===== src/rtl/int_div_pkg.sv =====
// Shared constants and helpers for the programmable integer divider.
// Divisor 0 mutes the output; divisor 1 behaves as divisor 2.
package int_div_pkg;

    localparam logic [31:0] DIV_MUTE = 32'd0;
    localparam logic [31:0] DIV_MIN  = 32'd2;

    // Clamp a raw divisor: mute stays 0, anything below the minimum becomes it.
    function automatic logic [31:0] eff_div(input logic [31:0] d);
        if (d != DIV_MUTE && d < DIV_MIN)
            return DIV_MIN;
        return d;
    endfunction

endpackage


===== src/rtl/div_half_ext.sv =====
// Half-cycle extender for odd divisors: negedge copy of q_pos ORed in.
// Present only in builds with PROG_INT_DIV_ODD_FIX_EN defined.
module div_half_ext (
    input  logic clk,
    input  logic rst_n,
    input  logic q_pos,
    input  logic odd,
    output logic clockout
);

    logic q_neg;

    // Delay q_pos by half a clock so odd periods get the extra half cycle high.
    always_ff @(negedge clk or negedge rst_n) begin
        if (!rst_n)
            q_neg <= 1'b0;
        else
            q_neg <= q_pos;
    end

    assign clockout = odd ? (q_pos | q_neg) : q_pos;

endmodule


===== src/rtl/prog_int_div.sv =====
// Runtime-programmable integer clock divider with glitch-free divisor reload.
// Define PROG_INT_DIV_ODD_FIX_EN for exact 50% duty on odd divisors.
module prog_int_div
    import int_div_pkg::*;
#(
    parameter int WIDTH       = 16,
    parameter int DEFAULT_DIV = 1000
) (
    input  logic             clockin,
    input  logic             rst_n,
    input  logic             en,
    input  logic             load,
    input  logic [WIDTH-1:0] div_in,
    output logic             clockout,
    output logic [WIDTH-1:0] cnt,
    output logic             tick,
    output logic             load_pending
);

    localparam logic [WIDTH-1:0] DIV_RST = WIDTH'(DEFAULT_DIV);

    logic [WIDTH-1:0] div_cur;
    logic [WIDTH-1:0] div_pend;
    logic             running;
    logic             q_pos;

    logic [WIDTH-1:0] n;
    logic [WIDTH-1:0] cand_div;
    logic [WIDTH-1:0] nxt_div;
    logic [WIDTH-1:0] nxt_n;
    logic [WIDTH-1:0] nxt_cnt;
    logic             run;
    logic             at_last;
    logic             boundary;
    logic             nxt_q;

    // Period decode, boundary detection and next-state values.
    always_comb begin
        run      = en && (div_cur != WIDTH'(DIV_MUTE));
        n        = WIDTH'(eff_div(32'(div_cur)));
        at_last  = running && (cnt == n - WIDTH'(1));
        boundary = !run || !running || at_last;
        cand_div = load ? div_in : (load_pending ? div_pend : div_cur);
        nxt_div  = boundary ? cand_div : div_cur;
        nxt_n    = WIDTH'(eff_div(32'(nxt_div)));
        nxt_cnt  = boundary ? '0 : cnt + WIDTH'(1);
        nxt_q    = run && (nxt_cnt < (nxt_n >> 1));
        tick     = run && at_last;
    end

    // Divisor capture: apply at a boundary, otherwise hold as pending.
    always_ff @(posedge clockin or negedge rst_n) begin
        if (!rst_n) begin
            div_cur      <= DIV_RST;
            div_pend     <= '0;
            load_pending <= 1'b0;
        end else if (boundary) begin
            div_cur      <= cand_div;
            load_pending <= 1'b0;
        end else if (load) begin
            div_pend     <= div_in;
            load_pending <= 1'b1;
        end
    end

    // Phase counter and posedge output register.
    always_ff @(posedge clockin or negedge rst_n) begin
        if (!rst_n) begin
            cnt     <= '0;
            running <= 1'b0;
            q_pos   <= 1'b0;
        end else if (run) begin
            cnt     <= nxt_cnt;
            running <= 1'b1;
            q_pos   <= nxt_q;
        end else begin
            cnt     <= '0;
            running <= 1'b0;
            q_pos   <= 1'b0;
        end
    end

`ifdef PROG_INT_DIV_ODD_FIX_EN
    div_half_ext u_ext (
        .clk      (clockin),
        .rst_n    (rst_n),
        .q_pos    (q_pos),
        .odd      (n[0]),
        .clockout (clockout)
    );
`else
    assign clockout = q_pos;
`endif

endmodule


===== config.mk =====
export PLATFORM = sky130hd
export DESIGN_NAME = prog_int_div
export DESIGN_NICKNAME = d
export VERILOG_FILES = /design/src/rtl/int_div_pkg.sv /design/src/rtl/div_half_ext.sv /design/src/rtl/prog_int_div.sv
export SDC_FILE = /design/constraint.sdc
export NUM_CORES = 1
export LEC_CHECK = 0
export BUFFER_PORTS_ARGS = -buffer_cell sky130_fd_sc_hd__buf_2
export CORE_MARGIN = 5
export CORE_UTILIZATION = 25
export DETAILED_ROUTE_END_ITERATION = 10
export PLACE_DENSITY = 0.5
export REMOVE_ABC_BUFFERS = 1
export SLEW_MARGIN = 20
export SYNTH_ARGS = -nofsm -noshare
export SYNTH_HDL_FRONTEND = slang
export SYNTH_HIERARCHICAL = 1
export SYNTH_SLANG_ARGS = --single-unit

===== constraint.sdc =====
create_clock -name clockin -period 8.2 [get_ports clockin]
set_input_delay 1.23 -clock clockin [delete_from_list [all_inputs] [get_ports clockin]]
set_output_delay 1.23 -clock clockin [all_outputs]
set_load 0.03 [all_outputs]

## Word level (Yosys, flattened, before mapping)

Cells that the tools add are included.

- Register bits after elaboration: 51
- Output and inout bits: 19
- Bits of input ports: 20
- Word-level logic and storage cells: 42

- $add $sub $neg: 2
- Bitwise operators: 1
- Equality and inequality tests: 1
- Order comparisons: 3
- Reductions and logical operators: 14
- Mux-type cells: 15

Operators with widths:

| kind | number |
|---|---|
| 2-to-1 mux 16 bit | 9 |
| < comparator 16 x 2 -> 1 bit (second input constant) | 2 |
| nonzero test 16 bit | 2 |
| adder 16 x 1 -> 16 bit (second input constant) | 1 |
| == test 16 bit | 1 |
| < comparator 16 x 15 -> 1 bit | 1 |
| subtractor 16 x 1 -> 16 bit (second input constant) | 1 |
| logical AND 1 bit | 6 |
| 2-to-1 mux 1 bit | 6 |
| logical NOT 1 bit | 2 |
| logical OR 1 bit | 2 |
| AND reduction 2 bit | 1 |
| nonzero test 2 bit | 1 |
| inverter 1 bit | 1 |

## Depth between registers and ports, before layout

Gate-level depths: netlist (run 1).

- Word-level depth: 16
- Depth in mapped cells: 23
- Mapped depth without buffers: 21

## Least setup slack after synthesis (run 1)

OpenSTA, ideal clock, no wires.

- Path type: register -> register
- From: reg div_cur[6]
- To: reg q_pos, in the netlist clockout
- Slack: 3,731 ps
- Data required time: 8,118 ps
- Arrival: 4,388 ps
- Clock period less this slack: 4,469 ps
- Stages on the path, launching flop included: 23
- Path buffers: 2
- Library setup time: 82 ps
- Path through: dfstp_2 > buf_2 > nor4_2 > nand4b_1 > nor3_1 > a31oi_1 > ha_1 > xor2_1 > nand2_1 > a211oi_1 > nand4_1 > a2111oi_4 > a21oi_2 > nor2_1 > buf_2 > o21ai_0 > ha_1 > a21o_1 > a21o_1 > a21oi_1 > o311ai_0 > a211o_1 > a31oi_1

- Cells in the longest elaborated chain, start to end: 16
- Elaborated cells on any way between the ends: 24
- Classes of those cells: add/sub: 1; order compare: 3; eq/ne: 1; mux: 9; reduce/logical: 10

RTL lines:

| what | RTL line | text |
|---|---|---|
| from (decl) | prog_int_div.sv:22 | `logic [WIDTH-1:0] div_cur;` |
| from (signal assigned) | prog_int_div.sv:58 | `div_cur <= cand_div;` |
| < comparator 16 x 2 -> 1 bit or nonzero test 16 bit (tied branches) | int_div_pkg.sv:10, prog_int_div.sv:39 |  |
| logical AND 1 bit | int_div_pkg.sv:10 | `if (d != DIV_MUTE && d < DIV_MIN)` |
| 2-to-1 mux 1 bit | int_div_pkg.sv:10 |  |
| 2-to-1 mux 16 bit | int_div_pkg.sv:12 | `return d;` |
| subtractor 16 x 1 -> 16 bit | prog_int_div.sv:41 | `at_last = running && (cnt == n - WIDTH'(1));` |
| == test 16 bit | prog_int_div.sv:41 |  |
| logical AND 1 bit | prog_int_div.sv:41 |  |
| logical OR 1 bit | prog_int_div.sv:42 | `boundary = !run \|\| !running \|\| at_last;` |
| 2-to-1 mux 16 bit | -- |  |
| < comparator 16 x 2 -> 1 bit or nonzero test 16 bit (tied branches) | int_div_pkg.sv:10 |  |
| logical AND 1 bit | int_div_pkg.sv:10 |  |
| 2-to-1 mux 1 bit | int_div_pkg.sv:10 |  |
| 2-to-1 mux 16 bit | int_div_pkg.sv:12 |  |
| < comparator 16 x 15 -> 1 bit | prog_int_div.sv:47 | `nxt_q = run && (nxt_cnt < (nxt_n >> 1));` |
| logical AND 1 bit | prog_int_div.sv:47 |  |
| 2-to-1 mux 1 bit * | prog_int_div.sv:72 | `end else if (run) begin` |
| to (signal assigned) | prog_int_div.sv:75 | `q_pos <= nxt_q;` |
| to (decl) | prog_int_div.sv:25 | `logic q_pos;` |

Mark *: on every way between the ends. The rest lies on a longest branch, timed or not.
A chain may end at the register's enable or synchronous reset.

## Worst setup path after layout (run 1)

- From: reg div_cur[10]
- To: reg q_pos, in the netlist clockout

The elaborated chain is that of the path after synthesis.

==> impl_metrics.yaml, run 1 <==
place:
  io_buffers: 38
  dp.cells: 568
  gp_congestion: 0.850
  dpl.hpwl_mm: 7.68
timing:
  final.setup_skew_ps: 4.06
  worst_pin_slew_ps: 816
  max_freq_mhz: 177
  period_needed_ps: 5640
  slew_headroom_pct: 45.4
  hold_violations: 0
  tns_ps: 0
  setup_viol: 0
  post-route-period-util_pct: 68.7
  slew_viol_final: 0
  hold_slack_ps: 512
  grt_setup_unrepaired: "no"
yosys:
  yosys_warnings: 6
  synth_area_leaders: "dfrtp_1 (33%), ha_1 (5.8%), mux2_2 (5.2%)"
  syn-cell-area_um2: 3430
  yosysTopAreaCell: "dfrtp_1"
  synth_ff_type: "dfrtp_1"
  synth_cells: 372
  synth_edf_count: 0
  seq_area_frac_synth_pct: 37.4
  yosysUniqueCellTypes: 63
  yosys.area.top_type_share_pct: 32.8
  avgSynthCellArea_um2: 9.23
  synth-seq-cells: 51
  synthArstFlopShare_pct: 100
grt:
  grt_pass1_vias: 3051
  grt_usage_pct: 12.7
  antenna_found_initial: 0
  grt_max_degree: 52
  grt_pass1_wl_mm: 16.3
  overflow: 0
drt:
  num_vias: 2913
  dr.first_iter.drc_count: 141
  drc_errors: 0
  wl_mm: 10.1
  viasPerCell: 5.06
  dr.pass1.iters: 4
  wire_per_inst_um: 17.5
  ant_nets: 0
finish:
  fin_nets: 435
  area_delta_synth_final_pct: 14.1
  final_common_cell: "nor2_1"
  fin_util_pct: 29.4
  drive_above_1_share_pct: 20.3
  fin_cells: 576
  n_fill_cell: 1457
  n_antenna_cell: 0
  layout_common_cells: "nor2_1 (48), dfrtp_1 (45), buf_2 (38), nand2_1 (21), inv_1 (19)"
clock_network:
  tritoncts: "yes"
  htreeDepth: 2
  clkLatencyLatePin_ps: 300
  clkSinkCount: 51
  numCtsBuffers: 5
  cts_hold_buf: 0
  cts_resized: 0
  clk_pin_slew_ps: 70
  cts_root_buffer: "clkbuf_16"
  cts_buffer_depth: 2
  postCtsSetupRepairBufs: 0
worst_setup_path:
  crit_start: "div_cur[10]"
  setup.worst_path.end: "clockout"
  max_stage_delay_ps: 700
  rr_worst_depth: 20
  r2r_start: "div_cur[10]"
  critPathArrivalTime_ps: 5860
  r2r_end: "clockout"
  endpoint_kind: "flop"
  cp_max_fo: 17
  crit_path_top_delay_cell: "nor2_1"
  crit_type: "reg2reg"
  worstPathRequired_ps: 8420
  cp-start-kind: "flop"
  r2r_slack_ps: 2560
  path_cells: "nor3_1 -> nand4b_1 -> nor3_1 -> a31oi_1 -> ha_1 -> xor2_1 -> nand2_1 -> a211oi_1 -> nand4_1 -> a2111oi_4 -> a21oi_2 -> nor2_1 -> o21ai_0 -> ha_1 -> a21o_1 -> a21o_1 -> a21oi_1 -> o311ai_0 -> a211o_1 -> a31oi_1"
floorplan:
  io_pins: 39
  core_um2: 13300
  start_util_pct: 25.7
  num_rows: 42
  die_w_um: 127
  fp.dieArea_um2: 16200
  die_h_um: 127
power:
  vdd_drop_max_mv: 0.0683
  p_leak_uw: 0.00168
  finalPower_uw: 668
  p_per_area_nw_per_um2: 171
run_status:
  status: "finished clean"
job:
  maxCapViolations: 0
hold_path:
  hp-class: "reg2reg"
## critical path, delay by kind of cell (launching register included)
family	cells	cell delay, ps
xor gates and xnor gates	1	170
AOI/OAI and AO/OA	11	2370
DFF	1	490
and+or+nand+nor	6	1910
adders and majority gates	2	650
## stage by stage
step                setup slack (ps)  cell area (µm²)
floorplan                       3580             3350
global placement                2880             3770
detailed placement              2750             3770
CTS                             2640             3920
global route                    2140             3920
finish                          2560             3920
## registers in the layout, indices dropped and copies added (netlist names)
register and count:
div_pend 16, load_pending 1, cnt 16, clockout 1, div_cur 16, running 1
## synth_stat cells (all sizes together) (4+ instances only)
cell type   n
mux2i       4
inv        19
buf         9
nor2       48
mux2       16
nand4       6
o22a       12
dfstp       6
a22oi       4
dfrtp      45
and3        7
a21oi      11
nand2      22
o21ai      13
a21o        7
nand3      14
xnor2      18
clkbuf     11
xor2       13
a31oi       4
ha         16
nor3        8
nor4        6
o22ai      11
## how the worst min path moves through the flow
stage,startpoint,to,depth (start not counted)
6_report,div_pend[6],div_pend[6],1
4_1_cts,div_pend[6],div_pend[6],1
3_5_place_dp,div_pend[6],div_pend[6],1
2_1_floorplan,div_pend[12],div_pend[12],1
3_3_place_gp,div_pend[4],div_pend[4],1
5_1_grt,div_pend[6],div_pend[6],1
## power breakdown
part,leakage (µW),internal [µW],switching [µW]
Sequential,0.000624,282,42.3
Combinational,0.000980,56.1,69.1
Clock,0.0000742,115,104
## layout make-up
cell class | count | area (µm²) | share of cell area (%)
Timing Repair Buffer | 40 | 205 | 5.23
Sequential cell | 51 | 1280 | 32.7
Multi-Input combinational cell | 281 | 1990 | 50.7
Inverter | 20 | 75.1 | 1.92
Clock buffer | 5 | 125 | 3.19
Clock inverter | 3 | 22.5 | 0.575
Tap cell | 176 | 220 | 5.62
## layer usage
layer | wire length (µm) | track usage, %
met1 | 4860 | 17.5
met2 | 4560 | 19.8
met3 | 484 | 2.75
met4 | 169 | 4.04
met5 | 0 | 0
## cells by family (layout without fill, tap and decap cells)
kind of cell | count (synthesis) | count (layout) | synth area share, %
simple gates | 130 | 130 | 19.7
compound gates | 84 | 84 | 18.0
flops | 51 | 51 | 37.4
buf+inv | 40 | 68 | 4.74
xor+xnor | 31 | 31 | 7.91
mux | 20 | 20 | 6.41
fa+ha+maj | 16 | 16 | 5.83
(Power assumes the default switching activity.)
==> run 2, diff against run 1 <==
- PLACE_DENSITY: 0.5 -> 0.51
- clock period: 8.2 -> 4.8 ns (I/O delays scaled with it)
==> impl_metrics.yaml, run 2 (synthesized netlist as in run 1, its figures left out) <==
drt:
  num_vias: 2953
  viasPerCell: 4.91
  ant_nets: 0
  dr.pass1.iters: 4
  drc_errors: 0
  wire_per_inst_um: 16.9
  dr.first_iter.drc_count: 136
  wl_mm: 10.1
worst_setup_path:
  crit_type: "reg2reg"
  r2r_slack_ps: 260
  crit_start: "div_cur[8]"
  setup.worst_path.end: "clockout"
  rr_worst_depth: 22
  critPathArrivalTime_ps: 4760
  cp_max_fo: 7
  r2r_start: "div_cur[8]"
  cp-start-kind: "flop"
  worstPathRequired_ps: 5020
  r2r_end: "clockout"
  endpoint_kind: "flop"
grt:
  grt_usage_pct: 12.7
  grt_pass1_wl_mm: 16.5
  antenna_found_initial: 0
  overflow: 0
  grt_pass1_vias: 2988
  grt_max_degree: 52
clock_network:
  clk_pin_slew_ps: 70
  cts_buffer_depth: 2
  clkSinkCount: 51
  numCtsBuffers: 5
  cts_root_buffer: "clkbuf_16"
  tritoncts: "yes"
  clkLatencyLatePin_ps: 300
  htreeDepth: 2
timing:
  period_needed_ps: 4540
  setup_viol: 0
  max_freq_mhz: 220
  postLayoutSetupSlackWorst_ps: 262
  slew_viol_final: 0
  worst_pin_slew_ps: 710
  slew_headroom_pct: 52.2
  post-route-period-util_pct: 94.5
  hold_violations: 0
  final.setup_skew_ps: 6.79
finish:
  reg.largest.list: "cnt (16), div_cur (16), div_pend (16)"
  n_antenna_cell: 0
  drive_above_1_share_pct: 26.4
  fin_util_pct: 31.3
  fin_nets: 460
  area_delta_synth_final_pct: 21.6
  layout_common_cells: "nor2_1 (47), dfrtp_1 (45), buf_2 (38), buf_4 (24), nand2_1 (21)"
  final_common_cell: "nor2_1"
  fin_cells: 601
floorplan:
  die_h_um: 127
  num_rows: 42
  core_um2: 13300
  io_pins: 39
  die_w_um: 127
  start_util_pct: 25.7
  fp.dieArea_um2: 16200
place:
  dpl.hpwl_mm: 7.79
  io_buffers: 38
  dp.cells: 582
  pre_cts_slack_ps: 90.8
  gp_congestion: 0.862
power:
  finalPower_uw: 1160
  p_per_area_nw_per_um2: 278
  vdd_drop_max_mv: 0.127
  p_leak_uw: 0.00181
hold_path:
  hp-class: "reg2reg"
  hold_depth: 1
job:
  maxCapViolations: 0
run_status:
  status: "finished clean"
-- run 2: cell count changes in the layout (fill, tap and decap cells not counted), moves of 2 or more --
cell and delta:
nor3_2 +2, o21ai_1 +2, a21oi_2 +2, a21oi_1 -2
clkbuf_1 +2, buf_6 +2, o21ai_0 -2, buf_4 +22
nor3_1 -2
-- run 2: area by class of cell --
type                            count  area [µm²]
Clock inverter                      1        5.00
Inverter                           20        75.1
Tap cell                          176         220
Multi-Input combinational cell    281        2050
Clock buffer                        7         133
Timing Repair Buffer               65         413
Fill cell                        1433        9170
Sequential cell                    51        1280
-- run 2: timing repair --
item / in CTS / in global routing
buffers inserted: 0 / 11
endpoints found under the setup margin: 0 / 1
gates resized for setup: 0 / 17
hold buffers: 0 / 0
-- run 2: power by group --
| group | leakage, µW | internal, µW | switching [µW] |
|---|---|---|---|
| sequential | 0.000624 | 482 | 58.9 |
| clock | 0.0000679 | 194 | 164 |
| combinational | 0.00111 | 121 | 141 |
| total | 0.00181 | 796 | 364 |
-- run 2: critical path, cell delays in order (launching register included) --
cell	delay, ps
dfstp_2	410
nor4_4	290
nand4b_1	180
nor3_2	210
a31oi_1	130
ha_1	310
a31o_2	230
a22oi_1	180
nand4_1	170
a2111oi_4	400
buf_4	180
a21o_4	150
buf_6	130
nand2_1	80
o21a_1	150
inv_2	70
ha_4	190
a21o_1	170
a21o_1	180
a21oi_2	130
o211ai_1	90
a211o_1	300
a31oi_1	130
-- run 2: per-stage QoR --
| step | hold slack (ps) | cell area, µm² | TNS (ps) |
|---|---|---|---|
| floorplan | 424 | 3350 | 0 |
| global route | 532 | 4180 | -27.2 |
| global placement | 491 | 3880 | 0 |
| detailed placement | 499 | 3880 | 0 |
| finish | 512 | 4180 | 0 |
| CTS | 514 | 4020 | 0 |
-- run 2: how the worst min path moves through the flow --
stage,from,slack (ps),to
4_1_cts,div_pend[6],510,div_pend[6]
6_report,div_pend[6],510,div_pend[6]
3_3_place_gp,div_pend[4],490,div_pend[4]
5_1_grt,div_pend[6],530,div_pend[6]
2_1_floorplan,rst_n,420,clockout
3_5_place_dp,div_pend[6],500,div_pend[6]
-- run 2: metal layers --
layer / global-route usage (%) / vias to the layer above / part of all wire (%)
met5: 0 / - / 0
met4: 3.22 / 0 / 1.7
met3: 2.25 / 13 / 4.5
met2: 19.8 / 71 / 45
met1: 18.3 / 1424 / 49
li1: - / 1445 / -
